## config.mk

```make
export PLATFORM = sky130hd
export DESIGN_NAME = write_ptr_sync_controller_flat
export DESIGN_NICKNAME = d
export VERILOG_FILES = /design/src/rtl/write_ptr_sync_controller_pkg.sv /design/src/rtl/write_ptr_sync_controller_if.sv /design/src/rtl/write_ptr_sync_controller_ptr_sync_ff.sv /design/src/rtl/write_ptr_sync_controller.sv /design/src/flat_wrapper.sv
export SDC_FILE = /design/constraint.sdc
export NUM_CORES = 1
export LEC_CHECK = 0
export CELL_PAD_IN_SITES_DETAIL_PLACEMENT = 1
export CELL_PAD_IN_SITES_GLOBAL_PLACEMENT = 2
export CORE_ASPECT_RATIO = 1.25
export CORE_MARGIN = 2
export CORE_UTILIZATION = 32
export CTS_CLUSTER_DIAMETER = 40
export DETAILED_ROUTE_END_ITERATION = 8
export GPL_TIMING_DRIVEN = 0
export PLACE_DENSITY = 0.8
export SETUP_SLACK_MARGIN = 0.2
export SLEW_MARGIN = 20
export SYNTH_ARGS = -nofsm -noshare
export SYNTH_HDL_FRONTEND = slang
export SYNTH_SLANG_ARGS = --single-unit
```

## constraint.sdc

```tcl
create_clock -name w_clk -period 5.9 [get_ports w_clk]
set_input_delay 0.59 -clock w_clk [delete_from_list [all_inputs] [get_ports w_clk]]
set_output_delay 0.59 -clock w_clk [all_outputs]
set_load 0.005 [all_outputs]
```

## src/rtl/write_ptr_sync_controller_pkg.sv

```systemverilog
// Shared FIFO pointer definitions and gray/binary helpers used by both pointer controllers.
// Latency: none (types, constants and pure functions only).
// Backpressure: not applicable.
package write_ptr_sync_controller_pkg;

    localparam int DEF_ADDR_W = 5;
    localparam int FIFO_DEPTH = 2 ** DEF_ADDR_W;

    // Functions work on a 32-bit zero-extended value, so any pointer width up to 32 bits can
    // share them; callers truncate the result back to their own width.
    function automatic logic [31:0] bin2gray(input logic [31:0] bin);
        return bin ^ (bin >> 1);
    endfunction

    // Each binary bit is the XOR of all gray bits at and above it.
    function automatic logic [31:0] gray2bin(input logic [31:0] gray);
        logic [31:0] bin;
        bin[31] = gray[31];
        for (int i = 30; i >= 0; i--) begin
            bin[i] = bin[i+1] ^ gray[i];
        end
        return bin;
    endfunction

endpackage

```

## src/rtl/write_ptr_sync_controller_if.sv

```systemverilog
// Bundle of the write-side pointer controller's producer and cross-domain signals.
// Latency: none (wiring only).
// Backpressure: full tells the producer to stop; writes while full are dropped and flagged.
interface write_ptr_sync_controller_if
    import write_ptr_sync_controller_pkg::*;
#(
    parameter int ADDR_W = DEF_ADDR_W
);
    logic              w_en;
    logic [ADDR_W-1:0] r_add_gray;
    logic [ADDR_W-1:0] w_add;
    logic [ADDR_W-1:0] w_add_gray_synch;
    logic              full;
    logic              almost_full;
    logic              overflow;
    logic [ADDR_W-1:0] w_level;

    // Producer / environment side.
    modport master (
        output w_en,
        output r_add_gray,
        input  w_add,
        input  w_add_gray_synch,
        input  full,
        input  almost_full,
        input  overflow,
        input  w_level
    );

    // Controller side.
    modport slave (
        input  w_en,
        input  r_add_gray,
        output w_add,
        output w_add_gray_synch,
        output full,
        output almost_full,
        output overflow,
        output w_level
    );
endinterface

```

## src/rtl/write_ptr_sync_controller_ptr_sync_ff.sv

```systemverilog
// Multi-flop synchronizer bringing a gray-coded pointer into the local clock domain.
// Latency: STAGES clock edges from a stable input to the output.
// Backpressure: none; samples every cycle.
module ptr_sync_ff #(
    parameter int WIDTH  = 5,
    parameter int STAGES = 2
) (
    input  logic             w_clk,
    input  logic             w_reset,
    input  logic [WIDTH-1:0] sync_in,
    output logic [WIDTH-1:0] sync_out
);

    logic [WIDTH-1:0] sync_q [STAGES];

    // Shift the pointer through the flop chain; reset clears every stage in one edge.
    always_ff @(posedge w_clk) begin
        if (w_reset) begin
            for (int i = 0; i < STAGES; i++) begin
                sync_q[i] <= '0;
            end
        end else begin
            sync_q[0] <= sync_in;
            for (int i = 1; i < STAGES; i++) begin
                sync_q[i] <= sync_q[i-1];
            end
        end
    end

    assign sync_out = sync_q[STAGES-1];

endmodule

```

## src/rtl/write_ptr_sync_controller.sv

```systemverilog
// Write-side async FIFO pointer controller: write address, gray export, full/almost_full/level.
// Latency: accepted write advances w_add at the next edge; read pointer seen after SYNC_STAGES edges.
// Backpressure: full drops writes and pulses overflow for one cycle; full is pessimistic.
module write_ptr_sync_controller
    import write_ptr_sync_controller_pkg::*;
#(
    parameter int ADDR_W      = DEF_ADDR_W,
    parameter int SYNC_STAGES = 2,
    parameter int AF_THRESH   = 28
) (
    input  logic                       w_clk,
    input  logic                       w_reset,
    write_ptr_sync_controller_if.slave bus
);

    localparam logic [ADDR_W:0] AF_LVL = (ADDR_W + 1)'(AF_THRESH);

    logic [ADDR_W-1:0] w_add_q;
    logic [ADDR_W-1:0] w_add_gray_q;
    logic              overflow_q;
    logic [ADDR_W-1:0] w_add_inc;
    logic [ADDR_W-1:0] w_add_d;
    logic [ADDR_W-1:0] r_gray_sync;
    logic [ADDR_W-1:0] r_add_synched;
    logic [ADDR_W-1:0] level;
    logic              full_c;
    logic              write_ok;

    ptr_sync_ff #(
        .WIDTH  (ADDR_W),
        .STAGES (SYNC_STAGES)
    ) u_r_ptr_sync (
        .w_clk    (w_clk),
        .w_reset  (w_reset),
        .sync_in  (bus.r_add_gray),
        .sync_out (r_gray_sync)
    );

    assign r_add_synched = ADDR_W'(gray2bin(32'(r_gray_sync)));

    // One slot is kept empty so equal pointers always mean empty on the read side.
    assign w_add_inc = w_add_q + ADDR_W'(1);
    assign full_c    = (w_add_inc == r_add_synched);
    assign level     = w_add_q - r_add_synched;
    assign write_ok  = bus.w_en & ~full_c;

    // Next write address: advance only on an accepted write, wrapping naturally.
    always_comb begin
        w_add_d = w_add_q;
        if (write_ok) begin
            w_add_d = w_add_inc;
        end
    end

    // Pointer, exported gray pointer and overflow pulse; the gray copy is taken from the same
    // next value so it never lags the binary address.
    always_ff @(posedge w_clk) begin
        if (w_reset) begin
            w_add_q      <= '0;
            w_add_gray_q <= '0;
            overflow_q   <= 1'b0;
        end else begin
            w_add_q      <= w_add_d;
            w_add_gray_q <= ADDR_W'(bin2gray(32'(w_add_d)));
            overflow_q   <= bus.w_en & full_c;
        end
    end

    assign bus.w_add            = w_add_q;
    assign bus.w_add_gray_synch = w_add_gray_q;
    assign bus.full             = full_c;
    assign bus.w_level          = level;
    assign bus.almost_full      = ({1'b0, level} >= AF_LVL);
    assign bus.overflow         = overflow_q;

endmodule

```

## src/flat_wrapper.sv

```systemverilog
// flat-port wrapper written by rule: the top's interface ports become plain ports
module write_ptr_sync_controller_flat import write_ptr_sync_controller_pkg::*;
#(
    parameter int ADDR_W      = DEF_ADDR_W,
    parameter int SYNC_STAGES = 2,
    parameter int AF_THRESH   = 28
)
  (w_clk, w_reset, bus_w_en, bus_r_add_gray, bus_w_add, bus_w_add_gray_synch, bus_full, bus_almost_full, bus_overflow, bus_w_level);
  write_ptr_sync_controller_if #(.ADDR_W(ADDR_W)) bus_i ();
  input  logic w_clk;
  input  logic w_reset;
  input wire logic [$bits(bus_i.w_en)-1:0] bus_w_en;
  input wire logic [$bits(bus_i.r_add_gray)-1:0] bus_r_add_gray;
  output wire logic [$bits(bus_i.w_add)-1:0] bus_w_add;
  output wire logic [$bits(bus_i.w_add_gray_synch)-1:0] bus_w_add_gray_synch;
  output wire logic [$bits(bus_i.full)-1:0] bus_full;
  output wire logic [$bits(bus_i.almost_full)-1:0] bus_almost_full;
  output wire logic [$bits(bus_i.overflow)-1:0] bus_overflow;
  output wire logic [$bits(bus_i.w_level)-1:0] bus_w_level;
  assign bus_i.w_en = bus_w_en;
  assign bus_i.r_add_gray = bus_r_add_gray;
  assign bus_w_add = bus_i.w_add;
  assign bus_w_add_gray_synch = bus_i.w_add_gray_synch;
  assign bus_full = bus_i.full;
  assign bus_almost_full = bus_i.almost_full;
  assign bus_overflow = bus_i.overflow;
  assign bus_w_level = bus_i.w_level;
  write_ptr_sync_controller #(.ADDR_W(ADDR_W), .SYNC_STAGES(SYNC_STAGES), .AF_THRESH(AF_THRESH)) u_core (.w_clk(w_clk), .w_reset(w_reset), .bus(bus_i));
endmodule
```

==> run_summary.xml <==
<?xml version="1.0" encoding="UTF-8"?>
<metrics>
  <group name="outcome">
    <metric name="status" unit="">complete, no violations</metric>
  </group>
  <group name="route">
    <metric name="drc" unit="">0</metric>
    <metric name="drt-total-wl" unit="µm">2240</metric>
    <metric name="route.detailed.vias_per_inst" unit="">4.66</metric>
    <metric name="antenna_violating_nets_post_route" unit="">0</metric>
    <metric name="routed_length_per_placed_instance" unit="µm">12.9</metric>
    <metric name="drtPass1Iterations" unit="">4</metric>
    <metric name="routed-via-count" unit="">810</metric>
    <metric name="drt_first_iter_violations" unit="">7</metric>
  </group>
  <group name="worst_setup_path">
    <metric name="worst-endpoint-required" unit="ps">5310</metric>
    <metric name="crit_arrival" unit="ps">3190</metric>
    <metric name="critical_path.max_fanout" unit="">4</metric>
    <metric name="path_class" unit="">register to output pin</metric>
    <metric name="timing.critical_path.to_type" unit="">output pin</metric>
    <metric name="worst_setup_path_start_kind" unit="">register</metric>
  </group>
  <group name="synth">
    <metric name="synth.distinct_cells" unit="">32</metric>
    <metric name="leading_cell_types_by_total_area_after_synthesis" unit="">sky130_fd_sc_hd__dfxtp_1, sky130_fd_sc_hd__xnor2_1, sky130_fd_sc_hd__nor2b_1, sky130_fd_sc_hd__ha_1, sky130_fd_sc_hd__mux2_2</metric>
    <metric name="ys_seq_elements" unit="">20</metric>
    <metric name="synth_area_per_cell" unit="µm²">10.0</metric>
    <metric name="most_used_flip_flop_cell_after_synthesis" unit="">sky130_fd_sc_hd__dfxtp_1</metric>
    <metric name="synthMostInstantiatedCell" unit="">sky130_fd_sc_hd__dfxtp_1</metric>
    <metric name="synthesis.nets" unit="">122</metric>
    <metric name="async_reset_ff_share" unit="%">0</metric>
    <metric name="synth_commonest_cells" unit="">sky130_fd_sc_hd__dfxtp_1, sky130_fd_sc_hd__nor2b_1, sky130_fd_sc_hd__xnor2_1</metric>
    <metric name="yosys_warnings" unit="">0</metric>
    <metric name="synth.largest_area_cell" unit="">sky130_fd_sc_hd__dfxtp_1</metric>
    <metric name="synth.cell_area" unit="mm²">0.00108</metric>
    <metric name="synth.yosys.seq_area_share" unit="%">37.1</metric>
    <metric name="post-synth-top-area-fraction" unit="%">37.1</metric>
    <metric name="synth-edff-count" unit="">0</metric>
    <metric name="gate_count_after_technology_mapping" unit="">108</metric>
  </group>
  <group name="clock_network">
    <metric name="cts_buffer_depth" unit="">2</metric>
    <metric name="clk_pin_slew_worst_paths" unit="ps">80</metric>
    <metric name="clock_insertion_delay_worst_skew" unit="ps">260</metric>
    <metric name="cts-buffers-inserted" unit="">3</metric>
    <metric name="cts_tree" unit="">built</metric>
    <metric name="resize_count_post_cts" unit="">0</metric>
    <metric name="cts.repair_timing.setup_buffer_count" unit="">0</metric>
    <metric name="cts_hold_buffers" unit="">0</metric>
    <metric name="clk_root_buffer_cell" unit="">sky130_fd_sc_hd__clkbuf_8</metric>
    <metric name="cts_htree_levels" unit="">1</metric>
    <metric name="cts_num_sinks" unit="">20</metric>
  </group>
  <group name="finish">
    <metric name="seq_area" unit="µm²">400</metric>
    <metric name="final_nets" unit="">152</metric>
    <metric name="post-route-util" unit="%">44.9</metric>
    <metric name="multiInputGateArea" unit="µm²">614</metric>
    <metric name="fillCellCount" unit="">373</metric>
    <metric name="n_diodes" unit="">0</metric>
    <metric name="layout-drive-gt1-share" unit="%">10.9</metric>
    <metric name="syn2layout_area_growth" unit="%">34.1</metric>
  </group>
  <group name="placed_design">
    <metric name="place_congestion" unit="">0.830</metric>
    <metric name="numPortBuffers" unit="">25</metric>
    <metric name="hpwl_after_dpl" unit="µm">1810</metric>
  </group>
  <group name="power">
    <metric name="swShare" unit="%">26.3</metric>
    <metric name="vdd_ir_drop_max" unit="mV">0.158</metric>
    <metric name="total_switching_power" unit="mW">0.119</metric>
    <metric name="power.density_cell_area" unit="mW/mm²">314</metric>
    <metric name="clkPwrFrac" unit="%">30.2</metric>
    <metric name="power_frac_seq" unit="%">33.7</metric>
    <metric name="leakage" unit="nW">0.595</metric>
    <metric name="power.share.combinational" unit="%">36.1</metric>
    <metric name="internal-power" unit="mW">0.335</metric>
    <metric name="finalPower" unit="mW">0.454</metric>
  </group>
  <group name="die">
    <metric name="ios" unit="">26</metric>
    <metric name="floorplan.die_area" unit="mm²">0.00386</metric>
    <metric name="floorplan.rows" unit="">23</metric>
    <metric name="initial_core_util" unit="%">33.5</metric>
    <metric name="chipHeight" unit="µm">68.9</metric>
    <metric name="coreArea" unit="mm²">0.00322</metric>
    <metric name="chipWidth" unit="µm">56.0</metric>
  </group>
  <group name="timing">
    <metric name="grt_setup_unrepaired" unit="">false</metric>
    <metric name="worst_clock_skew_on_the_final_layout" unit="ps">2.52</metric>
    <metric name="post_route_fraction_of_the_period_consumed_by_the_critical_path" unit="%">64.0</metric>
    <metric name="setup_tns" unit="ps">0</metric>
    <metric name="max_freq" unit="MHz">265</metric>
    <metric name="worst_slew_pin_slew" unit="ps">485</metric>
    <metric name="final.hold.worst_slack" unit="ps">441</metric>
    <metric name="timing_max_transition_violations_final" unit="">0</metric>
    <metric name="finalHoldViolations" unit="">0</metric>
    <metric name="relSlewSlack" unit="%">67.6</metric>
    <metric name="finalWorstPathRequiredPeriod" unit="ps">3780</metric>
    <metric name="setup_viol" unit="">0</metric>
  </group>
  <group name="job">
    <metric name="max_cap_viol_count" unit="">0</metric>
  </group>
  <group name="global_routing">
    <metric name="globalRouteTotalUtil" unit="%">13.1</metric>
    <metric name="grt_overflow" unit="">0</metric>
    <metric name="grt_antenna_before_repair" unit="">0</metric>
    <metric name="grt_start_max_net_pins" unit="">13</metric>
    <metric name="grt_pass1_vias" unit="">831</metric>
    <metric name="wire_length_of_the_first_global_routing_pass" unit="µm">3770</metric>
  </group>
  <group name="worst_hold_path">
    <metric name="worstHoldPathType" unit="">register to register</metric>
  </group>
</metrics>
==> worst paths after layout <==
check / slack, ps / startpoint / to / cells past startpoint
worst min-delay path: 440 / u_core.u_r_ptr_sync.sync_q[0][3] / u_core.u_r_ptr_sync.sync_q[0][8] / 1
worst max-delay path: 2120 / u_core.u_r_ptr_sync.sync_q[0][9] / bus_almost_full / 11
worst max register to register: 2900 / u_core.u_r_ptr_sync.sync_q[0][9] / u_core.bus.w_add_gray_synch[1] / 9
worst min register to register: 440 / u_core.u_r_ptr_sync.sync_q[0][3] / u_core.u_r_ptr_sync.sync_q[0][8] / 1
==> per-stage QoR <==
step / cell area [µm²] / setup slack, ps / cells
after floorplan: 1080 / 3050 / 108
after global placement: 1380 / 2450 / 170
after detailed placement: 1380 / 2390 / 170
after CTS: 1450 / 2080 / 174
after global routing: 1450 / 1890 / 174
final: 1450 / 2120 / 174
==> flip-flops by register name (all words and copies together), names as in the netlist <==
signal and count:
u_core.bus.overflow 1, u_core.bus.w_add 4, u_core.bus.w_add_gray_synch 5, u_core.u_r_ptr_sync.sync_q 10
==> critical path, stage by stage, from the launching register on <==
cell and delay, ps:
sky130_fd_sc_hd__dfxtp_1 410, sky130_fd_sc_hd__xnor3_2 410, sky130_fd_sc_hd__xor2_1 290, sky130_fd_sc_hd__xnor2_1 110, sky130_fd_sc_hd__ha_1 210, sky130_fd_sc_hd__fa_1 410, sky130_fd_sc_hd__nor2b_1 120, sky130_fd_sc_hd__o21ai_0 90
sky130_fd_sc_hd__nand2b_1 90, sky130_fd_sc_hd__xnor2_1 130, sky130_fd_sc_hd__and3_1 170, sky130_fd_sc_hd__clkdlybuf4s50_1 490
==> logic make-up after synthesis <==
group,count (synthesis),share of synthesized area (%)
DFF,20,37.1
and+or+nand+nor,36,18.3
adders and majority gates,6,7.65
muxes,8,8.00
xor gates and xnor gates,17,16.6
buffers and inverters,14,6.03
AOI/OAI and AO/OA,7,6.37
==> cells in the final DEF (no fill, tap or decap), drive strengths merged <==
cell type      instances
o21ai                  1
o31ai                  1
ha                     5
nor3                   1
mux2                   5
nor2b                 14
inv                    8
fa                     1
xnor3                  1
clkbuf                 6
o32ai                  1
and3                   1
o21a                   1
a2111oi                1
or3                    2
nand2b                 2
nand2                  2
xor3                   1
bufinv                 1
a21oi                  1
nor3b                  1
nor2                  10
xor2                   3
nand3                  3
clkdlybuf4s50         25
a21o                   1
xnor2                 12
mux2i                  3
dfxtp                 20
buf                    3
==> layer usage <==
layer  wire length (µm)  global-route usage [%]  vias to the layer above
met2               1230                    25.4                       19
met3                 78                    2.24                        2
met4                 19                    5.36                        0
met1                913                    14.3                      382
li1                   -                       -                      407
met5                  0                       0                        -
==> power groups by stage <==
stage,Clock [mW],Combinational [mW],Sequential (mW)
floorplan,0,0.0939,0.155
global placement,0,0.163,0.156
detailed placement,0,0.167,0.157
CTS,0.141,0.167,0.153
global route,0.149,0.181,0.155
finish,0.137,0.164,0.153
==> final cells by class <==
cell class,count,area share [%]
Buffer,6,2.42
Clock buffer,3,2.85
Clock inverter,1,2.07
Inverter,8,2.07
Multi-Input combinational cell,74,42.4
Sequential cell,20,27.7
Tap cell,37,3.20
Timing Repair Buffer,25,17.3
No activity file was read; power rests on OpenSTA's default activity.
